### config.mk
export PLATFORM = sky130hd
export DESIGN_NAME = juiz_pontos
export DESIGN_NICKNAME = d
export VERILOG_FILES = /design/src/rtl/juiz_pontos_pkg.sv /design/src/rtl/juiz_pontos_contador_saque.sv /design/src/rtl/juiz_pontos.sv
export SDC_FILE = /design/constraint.sdc
export NUM_CORES = 1
export LEC_CHECK = 0
export BUFFER_PORTS_ARGS = -buffer_cell sky130_fd_sc_hd__buf_2
export CAP_MARGIN = 20
export CORE_MARGIN = 10
export CORE_UTILIZATION = 61
export DETAILED_ROUTE_END_ITERATION = 12
export PLACE_DENSITY = 0.83
export SETUP_SLACK_MARGIN = 0.05
export SYNTH_ARGS = -nofsm -noshare
export SYNTH_HDL_FRONTEND = slang
export SYNTH_SLANG_ARGS = --single-unit
export TNS_END_PERCENT = 10
### constraint.sdc
create_clock -name clock -period 5.1 [get_ports clock]
set_input_delay 1.02 -clock clock [delete_from_list [all_inputs] [get_ports clock]]
set_output_delay 1.02 -clock clock [all_outputs]
set_load 0.05 [all_outputs]
### src/rtl/juiz_pontos_pkg.sv
// Shared states and constants for the juiz_pontos point referee.
package juiz_pkg;

   typedef enum logic [2:0] {
      PAUSA,
      JOGO,
      GOL,
      AGUARDA,
      FIM
   } estado_t;

   localparam logic ESQ = 1'b0;
   localparam logic DIR = 1'b1;

   // AGUARDA gives the scoreboard this many cycles to update its winner flag
   localparam int AGUARDA_LEN = 2;
   localparam int AGUARDA_W   = (AGUARDA_LEN > 1) ? $clog2(AGUARDA_LEN) : 1;

endpackage

### src/rtl/juiz_pontos_contador_saque.sv
// Serve-delay counter: counts while run is high, saturates at SERVE_DELAY, never wraps.
module contador_saque #(
   parameter int SERVE_DELAY = 25_000_000
) (
   input  logic clock,
   input  logic reset,
   input  logic clear,
   input  logic run,
   output logic ultimo,
   output logic done
);

   localparam int            W      = $clog2(SERVE_DELAY + 1);
   localparam logic [W-1:0]  MAXIMO = W'(SERVE_DELAY);
   localparam logic [W-1:0]  PENULT = W'(SERVE_DELAY - 1);

   logic [W-1:0] count;

   always_ff @(posedge clock) begin
      if (reset || clear) begin
         count <= '0;
      end else if (run && (count != MAXIMO)) begin
         count <= count + 1'b1;
      end
   end

   // ultimo flags the cycle whose increment makes the count reach SERVE_DELAY
   assign ultimo = run && (count == PENULT);
   assign done   = (count == MAXIMO);

endmodule

### src/rtl/juiz_pontos.sv
// Pong point referee: detects court exits, strobes the scoreboard, freezes play and requests serves.
// Define JUIZ_AUTO_SERVE_EN to serve automatically; otherwise serves wait for botao_saque.
module juiz_pontos
   import juiz_pkg::*;
#(
   parameter int H_RES       = 640,
   parameter int BALL_SIZE   = 8,
   parameter int X_W         = 10,
   parameter int SERVE_DELAY = 25_000_000
) (
   input  logic           clock,
   input  logic           reset,
   input  logic           frame_tick,
   input  logic [X_W-1:0] bola_x,
   input  logic [1:0]     ganhador,
   input  logic           botao_saque,
   output logic           ponto_esquerda,
   output logic           ponto_direita,
   output logic           enable,
   output logic           saque,
   output logic           saque_dir,
   output logic           congelar
);

   localparam logic [X_W-1:0] LIMITE_DIR = X_W'(H_RES - BALL_SIZE);

   estado_t              estado;
   logic                 lado;
   logic [AGUARDA_W-1:0] espera;
   logic                 ultimo;
   logic                 done;
   logic                 pode_sacar;
   logic                 gol_esq;
   logic                 gol_dir;

   contador_saque #(
      .SERVE_DELAY(SERVE_DELAY)
   ) u_contador (
      .clock  (clock),
      .reset  (reset),
      .clear  (estado != PAUSA),
      .run    (estado == PAUSA),
      .ultimo (ultimo),
      .done   (done)
   );

`ifdef JUIZ_AUTO_SERVE_EN
   logic unused_botao;
   assign unused_botao = botao_saque;
   assign pode_sacar   = ultimo || done;
`else
   logic unused_ultimo;
   assign unused_ultimo = ultimo;
   assign pode_sacar    = done && botao_saque;
`endif

   // Left exit wins when both edges qualify (only possible with a tiny court)
   assign gol_esq = (bola_x == '0);
   assign gol_dir = !gol_esq && (bola_x >= LIMITE_DIR);

   always_ff @(posedge clock) begin
      if (reset) begin
         estado         <= PAUSA;
         lado           <= ESQ;
         espera         <= '0;
         saque_dir      <= 1'b1;
         congelar       <= 1'b1;
         ponto_esquerda <= 1'b0;
         ponto_direita  <= 1'b0;
         enable         <= 1'b0;
         saque          <= 1'b0;
      end else begin
         ponto_esquerda <= 1'b0;
         ponto_direita  <= 1'b0;
         enable         <= 1'b0;
         saque          <= 1'b0;
         case (estado)
            PAUSA: begin
               if (pode_sacar) begin
                  saque    <= 1'b1;
                  congelar <= 1'b0;
                  estado   <= JOGO;
               end
            end
            JOGO: begin
               if (ganhador != 2'd0) begin
                  congelar <= 1'b1;
                  estado   <= FIM;
               end else if (frame_tick && (gol_esq || gol_dir)) begin
                  lado           <= gol_esq ? ESQ : DIR;
                  ponto_esquerda <= gol_esq;
                  ponto_direita  <= gol_dir;
                  enable         <= 1'b1;
                  congelar       <= 1'b1;
                  estado         <= GOL;
               end
            end
            GOL: begin
               espera <= '0;
               estado <= AGUARDA;
            end
            AGUARDA: begin
               // Serve toward the side that conceded
               saque_dir <= lado;
               if (espera == AGUARDA_W'(AGUARDA_LEN - 1)) begin
                  estado <= (ganhador != 2'd0) ? FIM : PAUSA;
               end else begin
                  espera <= espera + 1'b1;
               end
            end
            FIM: begin
               estado <= FIM;
            end
            default: begin
               estado <= PAUSA;
            end
         endcase
      end
   end

endmodule

==> flow_summary.toml, run 1 <==
[floorplanning]
placementRows = 19
core_mm2 = 0.00278
die_w_um = 74.0
ios = 22
fp.dieArea_mm2 = 0.00548
initial_core_util_pct = 64.1
die_h_um = 74.0

[finish]
post_route_cells_drive_above_1_share_pct = 14.0
final_cells = 260
fillers = 235
area_growth_pct = 7.72
top_register = "u_contador.count"
seq_area_um2 = 721
num_antenna_cells = 0
fin_nets = 247
top_regs = "u_contador.count x25, estado x3"
largest_reg_flops = 25
mostFrequentLayoutCells = "dfxtp_1, buf_2, nand2_1, nor2_1, a21oi_1"
mostFrequentLayoutCell = "dfxtp_1"
multi_input_area_um2 = 982

[clock_tree]
cts-htree-levels = 2
cts_buffers = 5
cts.clk_slew.worst_paths_ns = 0.11
clock_latency_ns = 0.34
clkSinkCount = 36
tritoncts = "built"
clk_path_buf_depth = 2
cts_hold_buf = 0
post_cts_resized = 0
root_buffer = "clkbuf_4"
post-cts-setup-buffer-count = 0

[setup_path]
cp_max_fo = 5
cp.arrival_ns = 2.71
crit_family = "simple AND/OR/NAND/NOR gates"
worstReg2RegStart = "estado[2]"
worst_setup_path_start_kind = "input port"
crit_required_ns = 5.34
cp-end-kind = "flop"
setup.worst_path.start = "bola_x[6]"
critPathMaxStageDelay_ns = 0.63
crit_path_top_delay_cell = "nor4_1"
crit_type = "input port to flop"
crit_buf_inv = 1
crit_chain = "buf_2, or4_1, nor4_1, a211oi_1, o221a_2"

[power_and_ir_drop]
p_comb_share_pct = 7.1
switching_share_pct = 24.2
clockPowerShare_pct = 30.5
cellLeakagePower_nw = 0.699
ir_drop_uv = 222
pwr_density_cell_mw_per_mm2 = 241
finalPower_uw = 463
p_sw_uw = 112
intPower_uw = 351
seq_power_share_pct = 62.4

[route]
ant_nets = 0
wl_mm = 4.09
drt-initial-drc-count = 100
via_per_inst = 6.33
vias = 1647
drc = 0
wl_per_cell_um = 15.7
dr.pass1.iters = 4

[logic_synthesis]
yosysWarnings = 0
synth-edff-count = 0
synth.largest_area_cell = "dfxtp_1"
ys.flop_type = "dfxtp_1"
ys_async_sr_fraction_pct = 0
synth_cell_types = 44
synth_area_leaders = "dfxtp_1, nand2_1, or4_1"
syn_area_per_cell_um2 = 8.40
synth_seq_cells = 36
synth_nets = 230
syn_inst = 212
syn-cell-area_mm2 = 0.00178
synth_seq_area_share_pct = 40.4
synth_top_area_share_pct = 40.4

[global_routing]
grt_max_degree = 23
grt_pass1_vias = 1583
grt_util_all_layers_pct = 15.2
grt_first_pass_wirelength_mm = 6.81
grt_remaining_overflow = 0
antenna_found_initial = 0

[timing]
slew_viol_final = 0
fin_worst_skew_ns = 0.0160
worst_pin_slew_ns = 0.895
period_share_pct = 48.4
setup_viol = 0
rsz0062_at_grt = "no"
max_freq_ghz = 0.405
hold_viol = 0
max-slew-margin-rel_pct = 39.5
min_period_ns = 2.47
setup_tns_ns = 0

[job]
cap_viol_max_count = 0

[place]
dp_hpwl_mm = 2.99
place.gp.congestion = 0.861
place_inst = 253
io_buffers = 21

[hold_path]
hp-start = "u_contador.count[24]"
hp-class = "flop to flop"

[status]
run_status = "completed"
-- tightest hold or removal path: stages (launching register included) --
cell and delay (ns):
dfxtp_1 0.33, nand2_1 0.05, mux2i_1 0.05
-- layer usage --
metal	wire, µm	GRT usage (%)
met1	1720	17.4
met4	31	4.97
met5	0	0
met3	212	4.79
met2	2120	26.2
-- cell families after synthesis --
kind of cell	after synthesis	synth area share (%)
AND/OR/NAND/NOR	106	33.9
adder cells (fa/ha/maj)	2	1.40
buffers and inverters	18	4.42
XOR/XNOR	8	3.93
multiplexers	2	1.12
flip-flops	36	40.4
AO/OA/AOI/OAI	40	14.7
-- cells in the mapped netlist, types with 3 or more instances --
library cell  instances
a21oi_1              14
and3_1                7
and4_1                5
clkbuf_1              6
dfxtp_1              36
inv_1                 7
nand2_1              20
nand3_1              11
nand4_1               9
nor2_1               14
nor3_1                5
nor3b_1               3
nor4_1                3
o211ai_1              3
o21ai_0               9
or3_1                 9
or4_1                10
xnor2_1               4
xor2_1                4
-- final timing paths --
| path | slack (ns) | cells after the start | to |
|---|---|---|---|
| worst max-delay path | 2.63 | 5 | estado[0] |
| worst min-delay path | 0.47 | 2 | u_contador.count[24] |
| worst max register to register | 2.68 | 4 | u_contador.count[23] |
| worst min register to register | 0.47 | 2 | u_contador.count[24] |
-- through the flow --
| step | area (µm²) | util, % | setup slack [ns] | hold WS (ns) |
|---|---|---|---|---|
| final | 1920 | 69.0 | 2.63 | 0.474 |
| after global routing | 1920 | 69.0 | 2.49 | 0.506 |
| after CTS | 1920 | 69.0 | 2.68 | 0.476 |
| after detailed placement | 1870 | 67.3 | 2.32 | 0.459 |
| after global placement | 1870 | 67.3 | 2.39 | 0.449 |
| after floorplan | 1780 | - | 2.59 | 0.438 |
-- area by class of cell --
class | count | area share (%)
clock buffers | 6 | 2.15
clock inverters | 1 | 0.261
inverters | 7 | 1.37
multi-input cells | 158 | 51.2
flip-flops and latches | 36 | 37.5
well taps | 31 | 2.02
repair buffers | 21 | 5.48
-- power groups by stage --
stage / combinational (mW) / sequential, mW / clock (mW)
CTS: 0.0325 / 0.289 / 0.143
global placement: 0.0305 / 0.295 / 0
floorplan: 0.0220 / 0.294 / 0
global route: 0.0364 / 0.290 / 0.155
finish: 0.0328 / 0.289 / 0.141
detailed placement: 0.0325 / 0.295 / 0
(Power assumes the default switching activity.)
==> run 2: changes to the inputs <==
--- a/config.mk
+++ b/config.mk
@@ -8,9 +8,9 @@
 export BUFFER_PORTS_ARGS = -buffer_cell sky130_fd_sc_hd__buf_2
 export CAP_MARGIN = 20
 export CORE_MARGIN = 10
-export CORE_UTILIZATION = 61
+export CORE_UTILIZATION = 57
 export DETAILED_ROUTE_END_ITERATION = 12
-export PLACE_DENSITY = 0.83
+export PLACE_DENSITY = 0.79
 export SETUP_SLACK_MARGIN = 0.05
 export SYNTH_ARGS = -nofsm -noshare
 export SYNTH_HDL_FRONTEND = slang
==> constraint.sdc (replaced) <==
create_clock -name clock -period 2.5 [get_ports clock]
set_input_delay 0.5 -clock clock [delete_from_list [all_inputs] [get_ports clock]]
set_output_delay 0.5 -clock clock [all_outputs]
set_load 0.05 [all_outputs]
==> flow_summary.toml, run 2 (synthesis results as in run 1) <==
[clock_tree]
cts-htree-levels = 2
cts_hold_buf = 0
clock_latency_ns = 0.34
cts_buffers = 5
post_cts_resized = 0
cts.clk_slew.worst_paths_ns = 0.11
root_buffer = "clkbuf_4"
post-cts-setup-buffer-count = 0
clkSinkCount = 36
clk_path_buf_depth = 2
tritoncts = "built"

[floorplanning]
ios = 22
initial_core_util_pct = 58.8
die_w_um = 75.9
core_mm2 = 0.00303
die_h_um = 75.9
placementRows = 20
fp.dieArea_mm2 = 0.00576

[finish]
mostFrequentLayoutCell = "dfxtp_1"
top_register = "u_contador.count"
num_antenna_cells = 0
seq_area_um2 = 721
fin_nets = 251
largest_reg_flops = 25
post_route_cells_drive_above_1_share_pct = 16.3
top_regs = "u_contador.count x25, estado x3"
mostFrequentLayoutCells = "dfxtp_1, buf_2, nand2_1, nor2_1, a21oi_1"
fillers = 253
post-route-util_pct = 65.7
multi_input_area_um2 = 986
final_cells = 277
area_growth_pct = 11.6

[place]
place.gp.congestion = 0.820
dp_hpwl_mm = 3.10
place_inst = 270
io_buffers = 21

[timing]
rsz0062_at_grt = "no"
setup_viol = 0
slew_viol_final = 0
min_period_ns = 2.22
whs_ns = 0.481
max_freq_ghz = 0.451
hold_viol = 0
worst_pin_slew_ns = 0.656
fin_worst_skew_ns = 0.0125
max-slew-margin-rel_pct = 55.9
period_share_pct = 88.7
setup_tns_ns = 0

[global_routing]
grt_max_degree = 15
grt_remaining_overflow = 0
antenna_found_initial = 0
grt_first_pass_wirelength_mm = 7.14
grt_pass1_vias = 1576
grt_util_all_layers_pct = 14.4

[setup_path]
cp.arrival_ns = 2.48
cp-end-kind = "flop"
crit_required_ns = 2.77
worst_setup_path_start_kind = "flop"
crit_type = "flop to flop"
cp_max_fo = 12

[route]
vias = 1692
dr.pass1.iters = 5
wl_per_cell_um = 15.0
drt-initial-drc-count = 104
ant_nets = 0
drc = 0
wl_mm = 4.16
via_per_inst = 6.11

[power_and_ir_drop]
ir_drop_uv = 458
pwr_density_cell_mw_per_mm2 = 502
cellLeakagePower_nw = 0.731

[status]
run_status = "completed"

[job]
cap_viol_max_count = 0

[hold_path]
hp-class = "flop to flop"
==> run 2: changes by cell type in the layout (fill, tap and decap cells not counted), sizes merged <==
cell / delta
clkbuf: +1
clkinv: -1
buf: +4
==> run 2: final timing paths <==
check | slack (ns) | cells past startpoint | end | start
max | 0.28 | 4 | u_contador.count[20] | estado[2]
min | 0.48 | 2 | u_contador.count[24] | u_contador.count[24]
max reg2reg | 0.28 | 4 | u_contador.count[20] | estado[2]
min reg2reg | 0.48 | 2 | u_contador.count[24] | u_contador.count[24]
==> run 2: per-stage QoR <==
step                      cell area [µm²]  worst slack, ns  power [mW]
after floorplan                      1780            0.374       0.645
after global placement               1920            0.295       0.666
after detailed placement             1920            0.206       0.672
after CTS                            1980            0.191        1.01
after global routing                 1990            0.158        1.05
final                                1990            0.282       0.999
==> run 2: area by class of cell <==
class,instances,area share (%)
Clock buffer,7,3.27
Inverter,7,1.32
Tap cell,44,2.77
Sequential cell,36,36.2
Multi-Input combinational cell,158,49.6
Timing Repair Buffer,25,6.80
==> run 2: worst max-delay path: stages, from the launching register on <==
cell	delay (ns)
dfxtp_1	0.39
or3_4	0.47
or4_4	0.60
or4_1	0.52
a21oi_1	0.17
==> run 2: routing by layer <==
layer | wire (µm) | part of all wire, % | track usage [%]
met5 | 0 | 0 | 0
met4 | 55 | 1.3 | 3.98
met3 | 182 | 4.4 | 4.13
met2 | 2150 | 52 | 26.2
met1 | 1770 | 43 | 15.7
==> run 2: where the power goes <==
group,internal (mW),total (mW),switching (mW)
Sequential,0.581,0.590,0.00863
Combinational,0.0325,0.0698,0.0373
Clock,0.159,0.339,0.179
==> run 3: changes to the inputs <==
--- a/config.mk
+++ b/config.mk
@@ -5,10 +5,10 @@
 export SDC_FILE = /design/constraint.sdc
 export NUM_CORES = 1
 export LEC_CHECK = 0
+export ABC_AREA = 1
 export BUFFER_PORTS_ARGS = -buffer_cell sky130_fd_sc_hd__buf_2
 export CAP_MARGIN = 20
-export CORE_MARGIN = 10
-export CORE_UTILIZATION = 57
+export CORE_UTILIZATION = 58
 export DETAILED_ROUTE_END_ITERATION = 12
 export PLACE_DENSITY = 0.79
 export SETUP_SLACK_MARGIN = 0.05
==> constraint.sdc (replaced) <==
create_clock -name clock -period 2.1 [get_ports clock]
set_input_delay 0.42 -clock clock [delete_from_list [all_inputs] [get_ports clock]]
set_output_delay 0.42 -clock clock [all_outputs]
set_load 0.05 [all_outputs]
==> flow_summary.toml, run 3 <==
[setup_path]
cp_max_fo = 26
critical_path_depth = 12
cp_common_cell = "nand2_1"
crit_path_top_delay_cell = "dfxtp_1"
worstReg2RegStart = "u_contador.count[0]"
crit_type = "flop to flop"
cp.arrival_ns = 1.96
worst-r2r-cell-count = 12
worst-r2r-setup-slack_ns = 0.32
crit_chain = "inv_1, ha_1, nand2_1, nor2_1, nand2_1, nor2_2, nand2_4, nand2_8, inv_4, nand2_1, o21ai_0, nor2_1"
reg2reg_to = "u_contador.count[4]"
cp-end-kind = "flop"
crit_buf_inv = 2
critPathMaxStageDelay_ns = 0.42
crit_family = "simple AND/OR/NAND/NOR gates"
worst_setup_path_start_kind = "flop"
crit_required_ns = 2.28

[clock_tree]
cts.clk_slew.worst_paths_ns = 0.06
clock_latency_ns = 0.28
clk_path_buf_depth = 2
cts_buffers = 5
post-cts-setup-buffer-count = 0
root_buffer = "clkbuf_8"
tritoncts = "built"
cts_hold_buf = 0
cts-htree-levels = 2
clkSinkCount = 36
post_cts_resized = 0

[finish]
top_register = "u_contador.count"
final_cells = 421
num_antenna_cells = 0
mostFrequentLayoutCell = "nand2_1"
final_area_mm2 = 0.00237
fin_nets = 395
mostFrequentLayoutCells = "nand2_1, nor2_1, inv_1, dfxtp_1"
top_regs = "u_contador.count x25, estado x3"
post-route-util_pct = 68.4
area_growth_pct = 9.15
largest_reg_flops = 25
post_route_cells_drive_above_1_share_pct = 12.3

[floorplanning]
initial_core_util_pct = 62.7
fp.dieArea_mm2 = 0.00400
placementRows = 21
die_w_um = 63.2
die_h_um = 63.2
core_mm2 = 0.00347
ios = 22

[logic_synthesis]
synth_nets = 370
synth_seq_cells = 36
synth.largest_area_cell = "dfxtp_1"
ys.flop_type = "dfxtp_1"
syn_area_per_cell_um2 = 6.17
synth_seq_area_share_pct = 33.2
synth_area_leaders = "dfxtp_1, nand2_1, nor2_1"
synth-edff-count = 0
yosysMostFrequentCell = "nand2_1"
syn-cell-area_mm2 = 0.00217
synth_commonest_cells = "nand2_1, nor2_1, inv_1"
yosysWarnings = 0
synth_top_area_share_pct = 33.2
synth_cell_types = 27
syn_inst = 352
ys_async_sr_fraction_pct = 0

[route]
drt-initial-drc-count = 169
via_per_inst = 5.13
drc = 0
wl_per_cell_um = 11.5
dr.pass1.iters = 5
ant_nets = 0
vias = 2161
wl_mm = 4.86

[timing]
setup_viol = 0
period_share_pct = 85.0
min_period_ns = 1.78
worst_pin_slew_ns = 0.513
max-slew-margin-rel_pct = 65.8
rsz0062_at_grt = "no"
hold_viol = 0
fin_worst_skew_ns = 0.00629
max_freq_ghz = 0.560
setup_tns_ns = 0
slew_viol_final = 0

[place]
place_inst = 416
post_dp_cell_area_mm2 = 0.00230
place.gp.congestion = 0.995
dp_hpwl_mm = 3.84
io_buffers = 21

[global_routing]
antenna_found_initial = 0
grt_max_degree = 27
grt_first_pass_wirelength_mm = 8.60
grt_pass1_vias = 1933
grt_remaining_overflow = 0
grt_util_all_layers_pct = 27.1

[hold_path]
holdPathStages = 2
min_to = "espera"
hp-class = "input port to flop"
hp-start = "reset"

[job]
cap_viol_max_count = 0

[power_and_ir_drop]
ir_drop_uv = 722
cellLeakagePower_nw = 0.987
pwr_density_cell_mw_per_mm2 = 776

[status]
run_status = "completed"
## run 3: layout make-up
cell class | instances | area (µm²)
Sequential cell | 36 | 721
Multi-Input combinational cell | 266 | 1230
Inverter | 45 | 171
Timing Repair Buffer | 23 | 120
Fill cell | 334 | 1100
Tap cell | 46 | 57.6
Clock buffer | 5 | 68.8
## run 3: metrics by stage
step                      setup slack, ns  total power, mW  hold slack [ns]
after floorplan                     0.599             1.38            0.435
after global placement              0.412             1.41            0.436
after detailed placement            0.312             1.42            0.447
after CTS                           0.311             1.85            0.379
after global routing                0.119             1.97            0.394
final                               0.316             1.84            0.382
## run 3: how the worst max path moves through the flow
stage,startpoint,to,slack (ns)
finish,u_contador.count[0],u_contador.count[4],0.32
global route,u_contador.count[0],u_contador.count[4],0.12
CTS,u_contador.count[0],u_contador.count[4],0.31
detailed placement,u_contador.count[0],u_contador.count[4],0.31
global placement,u_contador.count[0],u_contador.count[4],0.41
floorplan,u_contador.count[0],u_contador.count[16],0.60
## run 3: metal layers
metal | part of all wire (%) | GRT usage (%)
met5 | 0 | 0
met4 | 0.58 | 5.40
met2 | 42 | 42.3
met3 | 5.7 | 6.70
met1 | 51 | 37.6
## run 3: report_power, final
part	switching, mW	leakage [nW]	internal [mW]
sequential	0.0464	0.291	0.723
clock	0.212	0.0359	0.213
combinational	0.470	0.660	0.176
total	0.729	0.987	1.11
## run 3: logic make-up after synthesis
group	count (synthesis)	share of synthesized area (%)
AOI/OAI and AO/OA	34	8.06
buffers and inverters	50	10.1
adders and majority gates	2	1.15
and+or+nand+nor	223	44.7
DFF	36	33.2
xor gates and xnor gates	7	2.82
## run 3: worst reg2reg max path: stages, from the launching register on
cell     delay, ns
dfxtp_1       0.42
inv_1         0.09
ha_1          0.20
nand2_1       0.06
nor2_1        0.04
nand2_1       0.06
nor2_2        0.06
nand2_4       0.09
nand2_8       0.11
inv_4         0.23
nand2_1       0.11
o21ai_0       0.16
nor2_1        0.06
